==> config.mk <==
export PLATFORM = sky130hd
export DESIGN_NAME = regfile_mp
export DESIGN_NICKNAME = d
export VERILOG_FILES = /design/src/rtl/regfile_pkg.sv /design/src/rtl/regfile_clr_seq.sv /design/src/rtl/regfile_mp.sv
export SDC_FILE = /design/constraint.sdc
export NUM_CORES = 2
export LEC_CHECK = 0
export CAP_MARGIN = 40
export CORE_UTILIZATION = 55
export CTS_CLUSTER_DIAMETER = 30
export DETAILED_ROUTE_END_ITERATION = 12
export PLACE_DENSITY = 0.76
export SLEW_MARGIN = 10
export SYNTH_ARGS = -nofsm -noshare
export SYNTH_HDL_FRONTEND = slang
export SYNTH_SLANG_ARGS = --single-unit
==> constraint.sdc <==
create_clock -name i_clk -period 4.6 [get_ports i_clk]
set_clock_uncertainty 0.1 [all_clocks]
set_input_delay 0.92 -clock i_clk [delete_from_list [all_inputs] [get_ports i_clk]]
set_output_delay 0.92 -clock i_clk [all_outputs]
set_load 0.05 [all_outputs]
==> src/rtl/regfile_pkg.sv <==
// Shared types, width limits and the byte-strobe merge helper for the
// multi-port register file.
package regfile_pkg;

    // Widest data path the merge helper supports; callers zero-extend into it.
    localparam int unsigned MAX_DATA_W = 512;
    localparam int unsigned MAX_STRB_W = MAX_DATA_W / 8;

    typedef enum logic [0:0] {
        RF_INIT,
        RF_RUN
    } rf_state_e;

    // Replace each byte of old_word whose strobe is set with the same byte of new_word.
    function automatic logic [MAX_DATA_W-1:0] merge_bytes(
        input logic [MAX_DATA_W-1:0] old_word,
        input logic [MAX_DATA_W-1:0] new_word,
        input logic [MAX_STRB_W-1:0] strb
    );
        logic [MAX_DATA_W-1:0] res;
        res = old_word;
        for (int k = 0; k < int'(MAX_STRB_W); k++) begin
            if (strb[k]) begin
                res[8*k +: 8] = new_word[8*k +: 8];
            end
        end
        return res;
    endfunction

endpackage

==> src/rtl/regfile_clr_seq.sv <==
// Post-reset clear sequencer: sweeps every entry once, then raises ready.
module regfile_clr_seq
    import regfile_pkg::*;
#(
    parameter int unsigned NUM_REGS = 32,
    parameter int unsigned ADDR_W   = $clog2(NUM_REGS)
) (
    input  logic              i_clk,
    input  logic              i_rst_n,
    output logic              o_clr_we,
    output logic [ADDR_W-1:0] o_clr_addr,
    output logic              o_ready
);

    localparam logic [ADDR_W-1:0] LAST_IDX = ADDR_W'(NUM_REGS - 1);

    rf_state_e         r_state;
    rf_state_e         w_state_nxt;
    logic [ADDR_W-1:0] r_clr_idx;
    logic [ADDR_W-1:0] w_clr_idx_nxt;
    logic              r_ready;
    logic              w_ready_nxt;

    always_ff @(posedge i_clk) begin
        if (!i_rst_n) begin
            r_state   <= RF_INIT;
            r_clr_idx <= '0;
            r_ready   <= 1'b0;
        end else begin
            r_state   <= w_state_nxt;
            r_clr_idx <= w_clr_idx_nxt;
            r_ready   <= w_ready_nxt;
        end
    end

    always_comb begin
        w_state_nxt   = r_state;
        w_clr_idx_nxt = r_clr_idx;
        w_ready_nxt   = r_ready;
        o_clr_we      = 1'b0;
        unique case (r_state)
            RF_INIT: begin
                // A reset edge must not land a clear write in the array.
                o_clr_we = i_rst_n;
                if (r_clr_idx == LAST_IDX) begin
                    w_state_nxt = RF_RUN;
                    w_ready_nxt = 1'b1;
                end else begin
                    w_clr_idx_nxt = r_clr_idx + ADDR_W'(1);
                end
            end
            RF_RUN: begin
                w_ready_nxt = 1'b1;
            end
            default: begin
                w_state_nxt   = RF_INIT;
                w_clr_idx_nxt = '0;
                w_ready_nxt   = 1'b0;
            end
        endcase
    end

    assign o_clr_addr = r_clr_idx;
    assign o_ready    = r_ready;

endmodule

==> src/rtl/regfile_mp.sv <==
// Parametrised multi-read-port register file with byte-strobed writes,
// write-to-read bypass, optional hardwired zero entry and a post-reset clear sweep.
module regfile_mp
    import regfile_pkg::*;
#(
    parameter int unsigned       DATA_W   = 32,
    parameter int unsigned       NUM_REGS = 32,
    parameter int unsigned       NUM_RD   = 2,
    parameter bit                ZERO_REG = 1'b1,
    parameter logic [DATA_W-1:0] INIT_VAL = '0,
    parameter int unsigned       ADDR_W   = $clog2(NUM_REGS)
) (
    input  logic                     i_clk,
    input  logic                     i_rst_n,
    input  logic                     i_we,
    input  logic [ADDR_W-1:0]        i_waddr,
    input  logic [DATA_W-1:0]        i_wdata,
    input  logic [DATA_W/8-1:0]      i_wstrb,
    input  logic [NUM_RD*ADDR_W-1:0] i_rd_addr,
    output logic [NUM_RD*DATA_W-1:0] o_rd_data,
    output logic                     o_ready
);

    logic              w_ready;
    logic              w_clr_we;
    logic [ADDR_W-1:0] w_clr_addr;

    regfile_clr_seq #(
        .NUM_REGS (NUM_REGS),
        .ADDR_W   (ADDR_W)
    ) u_clr_seq (
        .i_clk      (i_clk),
        .i_rst_n    (i_rst_n),
        .o_clr_we   (w_clr_we),
        .o_clr_addr (w_clr_addr),
        .o_ready    (w_ready)
    );

    assign o_ready = w_ready;

    logic [DATA_W-1:0] r_mem [NUM_REGS];

    logic              w_waddr_ok;
    logic              w_ext_we;
    logic [DATA_W-1:0] w_old_word;
    logic [DATA_W-1:0] w_ext_word;
    logic              w_wr_en;
    logic [ADDR_W-1:0] w_wr_addr;
    logic [DATA_W-1:0] w_wr_word;

    // Writes to the zero entry or past the last entry are silently dropped.
    assign w_waddr_ok = (32'(i_waddr) < NUM_REGS) && !(ZERO_REG && (i_waddr == '0));
    assign w_ext_we   = i_rst_n && w_ready && i_we && w_waddr_ok && (|i_wstrb);
    assign w_old_word = w_waddr_ok ? r_mem[i_waddr] : '0;

    // Post-write word; shared by the array write port and every bypass path.
    assign w_ext_word = DATA_W'(merge_bytes(MAX_DATA_W'(w_old_word), MAX_DATA_W'(i_wdata),
                                            MAX_STRB_W'(i_wstrb)));

    always_comb begin
        w_wr_en   = 1'b0;
        w_wr_addr = i_waddr;
        w_wr_word = w_ext_word;
        if (w_clr_we) begin
            w_wr_en   = 1'b1;
            w_wr_addr = w_clr_addr;
            w_wr_word = (ZERO_REG && (w_clr_addr == '0)) ? '0 : INIT_VAL;
        end else if (w_ext_we) begin
            w_wr_en = 1'b1;
        end
    end

    // Storage is deliberately not reset; the clear sweep initialises it.
    always_ff @(posedge i_clk) begin
        if (w_wr_en) begin
            r_mem[w_wr_addr] <= w_wr_word;
        end
    end

    for (genvar g = 0; g < NUM_RD; g++) begin : g_rd
        logic [ADDR_W-1:0] w_raddr;
        logic              w_rzero;
        logic              w_byp;
        logic [DATA_W-1:0] w_rdata;
        logic [DATA_W-1:0] r_rdata;

        assign w_raddr = i_rd_addr[g*ADDR_W +: ADDR_W];
        assign w_rzero = (32'(w_raddr) >= NUM_REGS) || (ZERO_REG && (w_raddr == '0));
        assign w_byp   = w_ext_we && (w_raddr == i_waddr);

        always_comb begin
            w_rdata = '0;
            if (w_ready && !w_rzero) begin
                w_rdata = w_byp ? w_ext_word : r_mem[w_raddr];
            end
        end

        always_ff @(posedge i_clk) begin
            if (!i_rst_n) begin
                r_rdata <= '0;
            end else begin
                r_rdata <= w_rdata;
            end
        end

        assign o_rd_data[g*DATA_W +: DATA_W] = r_rdata;
    end

endmodule

* Word level (Yosys, flattened, before mapping)
Memory sizes are Yosys's and may differ from the RTL's.
Cells that the tools add are included.
** Word-level totals
- Register bits :: 71
- RAM bits :: 1024
- Output and inout bits :: 65
- Memories kept :: 1
** Memory list
- r_mem :: depth 32, width 32, rd ports 3, clocked after memory_dff 0, write ports 1, RTL line regfile_mp.sv:41 : logic [DATA_W-1:0] r_mem [NUM_REGS];
** Cells by class
- $add $sub $neg :: 1
- Eq/ne operators :: 4
- Mux-type cells :: 18
- Bitwise operators :: 2
- Reductions and logical operators :: 18
** Operators with widths (number)
- 2-to-1 mux 32 bit :: 4
- 2-to-1 mux 8 bit :: 4
- logical NOT 5 bit :: 3
- equality test 5 bit :: 2
- logical AND 1 bit :: 8
- 2-to-1 mux 1 bit :: 8
- AND reduction 2 bit :: 3
- adder 5 x 1 -> 5 bit, second input constant :: 1
- equality test 5 bit, second input constant :: 1
- 2-to-1 mux 5 bit :: 1
- OR reduction 4 bit :: 1
- logical NOT 1 bit :: 3
- != test 2 x 1 -> 1 bit, second input constant :: 1
- inverter 1 bit :: 2
- case mux 1 bit (2 select lines) :: 1

* Logic depth before layout (Yosys ltp)
- Word-level depth :: 8
- Mapped depth :: 11
- Depth with buffers taken out :: 7

* By module
Synthesis repeated with hierarchy kept, for this count alone.
** Second synthesis, totals
- Cells, all modules :: 3597
- Area total of the unflattened synthesis :: 58716.3 um^2
** Modules (own cells, without submodules)
- regfile_mp :: instances 1, cells an instance 3568, area each 58406.0 um^2, seq. area each 32030.7 um^2
- regfile_clr_seq :: instances 1, cells an instance 29, area each 310.3 um^2, seq. area each 140.1 um^2

* Least setup slack after synthesis
Ideal clock, no wire load.
- Kind :: input-to-reg
- Start :: input i_waddr[2]
- End :: memory r_mem[18][0] (enable)
- Library setup time :: 421 ps
- Arrival :: 3503 ps
- Data required time :: 4079 ps
- Path slack :: 576 ps
- Cell stages on the path :: 8
- Buffers on the path :: 3
- Cells stage by stage :: buf_2 buf_4 nor2_1 clkbuf_1 nand2_1 o31ai_1 nand2_1 nor2_1
** Between the ends
- Word-level cells in the longest chain between the ends :: 8
- Elaborated cells on any way between the ends :: 9
- Classes of those cells :: mux (5); reduce/logical (4)
** RTL lines
- from (decl) :: RTL line regfile_mp.sv:16 : input logic [ADDR_W-1:0] i_waddr,
- logical NOT 5 bit :: RTL line regfile_mp.sv:52 : assign w_waddr_ok = (32'(i_waddr) < NUM_REGS) && !(ZERO_REG && (i_waddr == '0));
- logical NOT 1 bit :: RTL line regfile_mp.sv:52
- logical AND 1 bit (2 in a row) :: RTL line regfile_mp.sv:53 : assign w_ext_we = i_rst_n && w_ready && i_we && w_waddr_ok && (|i_wstrb);
- 2-to-1 mux 1 bit :: RTL line regfile_mp.sv:68 : end else if (w_ext_we) begin
- 2-to-1 mux 1 bit :: RTL line regfile_mp.sv:64 : if (w_clr_we) begin
- 2-to-1 mux 1 bit :: RTL line regfile_mp.sv:75 : if (w_wr_en) begin
- 2-to-1 mux 1 bit (not written as such) :: RTL line regfile_mp.sv:76 : r_mem[w_wr_addr] <= w_wr_word;
- to (decl) :: RTL line regfile_mp.sv:41
Parallel ways exist; a longest one is shown, timed or not.

* Worst setup path after layout
- Start :: input i_wstrb[0]
- End :: memory r_mem[8][22] (enable)
** Between the ends
- Word-level cells in the longest chain between the ends :: 6
** RTL lines
- from (decl) :: RTL line regfile_mp.sv:18 : input logic [DATA_W/8-1:0] i_wstrb,
- OR reduction 4 bit :: RTL line regfile_mp.sv:53
- logical AND 1 bit :: RTL line regfile_mp.sv:53
- 2-to-1 mux 1 bit :: RTL line regfile_mp.sv:68
- 2-to-1 mux 1 bit :: RTL line regfile_mp.sv:64
- 2-to-1 mux 1 bit :: RTL line regfile_mp.sv:75
- 2-to-1 mux 1 bit (not written as such) :: RTL line regfile_mp.sv:76
Every way passes these cells.

==> results by group <==
Power and ir drop
  – Static Leak: 24.5 nW
  – Total internal power: approximately 23 mW
  – VDD IR-drop max: roughly 370 uV
  – Combinational Power Share: 0.090
  – Pwr dens: 428 nW/um2
  – Psw: between 7 and 8 mW
  – Reg power frac: 0.366
  – Clk pwr share: 0.544
  – Switching share of power: 0.245

Finish
  – Fillers: around 6900
  – Layout area overhead: 19.8%
  – Layout cells sized above 1: 0.325
  – Final net count: 3933
  – Commonest non-fill, non-tap cells in the layout: edfxtp_1, mux4_2, mux2i_1
  – Most common cell after layout, fill and taps aside: edfxtp_1
  – Layout Cells excl Fill: 5476
  – Finished Cell Area: just over 70000 um2

Clock network
  – Clock sink count: roughly 1100
  – CTS root buf: clkbuf_16
  – CTS tree: yes
  – Longest Clk Path Bufs: 3
  – Clock Latency Late Sink: 820 ps
  – Total CTS buffers: 218
  – H-tree Lvls: 4
  – Post-cts resize count: 0
  – Reg clk slew, reported paths: approximately 50 ps
  – Setup Fix Bufs, Post-CTS: 0
  – CTS Hold Buffers Added: 0

Synthesis
  – Yosys Warn Count: 0
  – Mapped cell area: 59400 um2
  – Yosys top cell area share: 0.518
  – Mean post-synth cell area: about 17 um2
  – Post-Syn Instances: around 3600
  – Async S/R FF share, synth: 0
  – Number of distinct library cells after synthesis: 75
  – Top_reg_cell synth: edfxtp_1
  – Yosys top cell by area: edfxtp_1
  – Post-synth EDFFs: around 1000
  – Post-synthesis sequential area ratio: 0.542
  – Mapped Nets: between 3000 and 4000
  – Ranking of synthesized cells by area: edfxtp_1, mux4_2, mux2i_1
  – Yosys reg bits: approximately 1100

Global route
  – Initial antenna violation count: 10
  – Most Used Layer, Global Route: met2
  – Largest net degree at the start of global routing: 69
  – Vias in the first global route: 42300
  – GR Util met1: 0.502
  – Met3 Track Usage GR: 0.156
  – First-pass GRT wire length: roughly 300000 um
  – Grt total ovfl: 0
  – Overall Global Routing Usage: 0.394
  – Global routing usage on met2: 0.566

Placement
  – DPL Wire Length: between 100000 and 150000 um
  – GPL Wtd Cong: a little under 1
  – Buffers on Ports: approximately 120
  – Placed cell count: 5060
  – Placed Area: between 60000 and 70000 um2

Die
  – Full die area: 109000 um2
  – Die X: roughly 330 um
  – Die Span Y: approximately 330 um
  – Core footprint: approximately 110000 um2
  – Ports: between 100 and 150
  – FP Rows: 120
  – Starting Density: 0.555

Timing
  – Setup violators final: 0
  – Minimum clock period: 3660 ps
  – Fin. Hold Viols: 0
  – Fin. max-slew vios: 0
  – Slew HR: 0.312
  – Worst Tran Pin Value: about 1000 ps
  – Unrepaired setup endpoints after global routing: no
  – Fmax: 273 MHz
  – Post-route setup TNS: 0 ps
  – Final Cycle Share: 0.795

Routing
  – # DRC: 0
  – Vias per cell: approximately 8
  – Avg WL per Cell: between 30 and 40 um
  – Drt first pass iters: 8
  – Via count: approximately 43000
  – DRT Wirelength: ~210000 um
  – ANT nets after route: 0
  – Number of DRC markers in iteration 0: approximately 8000

Status
  – Status: finished, final reports clean

Worst setup path
  – Crit end category: register
  – CP startpoint: i_wstrb[0]
  – Crit path kind: input pin to register
  – Reg-to-reg startpoint: u_clr_seq.o_ready
  – Worst Path Arrival: about 4000 ps
  – Crit start category: input pin
  – Worst Path Required: 4920 ps
  – Crit path max fanout: 18

Job
  – Max-cap violations: 0

Hold path
  – Min-Delay Path Class: register to register
  – Hold_sp: u_clr_seq.o_clr_addr[4]
per-layer routing:
metal / wire length [um] / part of all wire
met1: 69700 / 0.33
met2: 92600 / 0.43
met3: 35300 / 0.16
met4: 16500 / 0.077
met5: 104 / 0.00049
stage by stage:
step	hold slack, ps	utilization	total power, mW	worst slack, ps
after floorplan	408	-	13.0	576
after global placement	457	0.590	13.9	320
after detailed placement	470	0.592	13.9	351
after CTS	477	0.665	30.4	1150
after global routing	525	0.665	31.0	949
final	511	0.665	30.5	941
power groups by stage:
stage / sequential [mW] / clock, mW / combinational (mW)
final: 11.2 / 16.6 / 2.74
after global routing: 11.1 / 17.1 / 2.80
after CTS: 11.1 / 16.6 / 2.64
after detailed placement: 11.3 / 0 / 2.61
after global placement: 11.3 / 0 / 2.57
after floorplan: 11.3 / 0 / 1.70
synthesized netlist by cell type, drive strengths merged (2+ instances only):
library cell and instances:
o22ai 8, xnor2 4, a221o 19, a21oi 58, or3 5, nor2b 10
nand4 45, and4bb 2, edfxtp 1024, a221oi 48, o2bb2ai 6, a31oi 39
nor4b 3, o211ai 52, nor4 4, and3 3, nand4b 2, mux4 595
a211oi 5, a21boi 2, nand3 56, buf 204, nand2 155, nand2b 13
clkbuf 120, a32o 7, xor2 9, mux2i 493, o21ai 81, and4b 2
nand3b 4, nor2 108, and2 14, inv 5, a32oi 53, o31a 2
a22oi 188, or2 5, ha 2, nor3 15, dfxtp 71, or4 3
mux2 19, nor3b 6, o31ai 8
kinds of logic (layout without fill, tap and decap cells):
family / count (synthesis) / in the layout / synth area share
simple gates: 456 / 456 / 0.0375
flops: 1095 / 1095 / 0.542
compound gates: 583 / 583 / 0.0707
xor+xnor: 13 / 13 / 0.00192
fa+ha+maj: 2 / 2 / 0.000421
mux: 1107 / 1107 / 0.315
buf+inv: 329 / 813 / 0.0330
other cells: 0 / 4 / 0
layout make-up:
type | instances | area [um2] | area share
Sequential cell | 1095 | 32200 | 0.452
Multi-Input combinational cell | 2161 | 25600 | 0.360
Clock buffer | 236 | 5540 | 0.0779
Timing Repair Buffer | 396 | 3790 | 0.0533
Clock inverter | 176 | 2240 | 0.0315
Tap cell | 1403 | 1760 | 0.0247
Inverter | 5 | 21.3 | 0.000299
Antenna cell | 4 | 10.0 | 0.000141
registers in the layout (all words and copies together), names as in the netlist:
register and cells:
u_clr_seq.o_ready 1, r_mem 1024, u_clr_seq.r_state 1, u_clr_seq.o_clr_addr 5, g_rd.r_rdata 64
critical path: stages:
cell and delay, ps:
clkdlybuf4s50_1 730, o41ai_1 190, a211oi_4 200, nor2b_1 260, a21oi_1 220, buf_4 240, nor2_4 600, buf_4 590
path summary, 6_finish.rpt:
path                        endpoint  slack [ps]  cells after the start
max                     r_mem[8][22]         940                      8
min          u_clr_seq.o_clr_addr[4]         510                      2
max reg2reg             r_mem[8][22]        1200                      7
min reg2reg  u_clr_seq.o_clr_addr[4]         510                      2
Note: power is estimated with default switching activity, not from simulation.
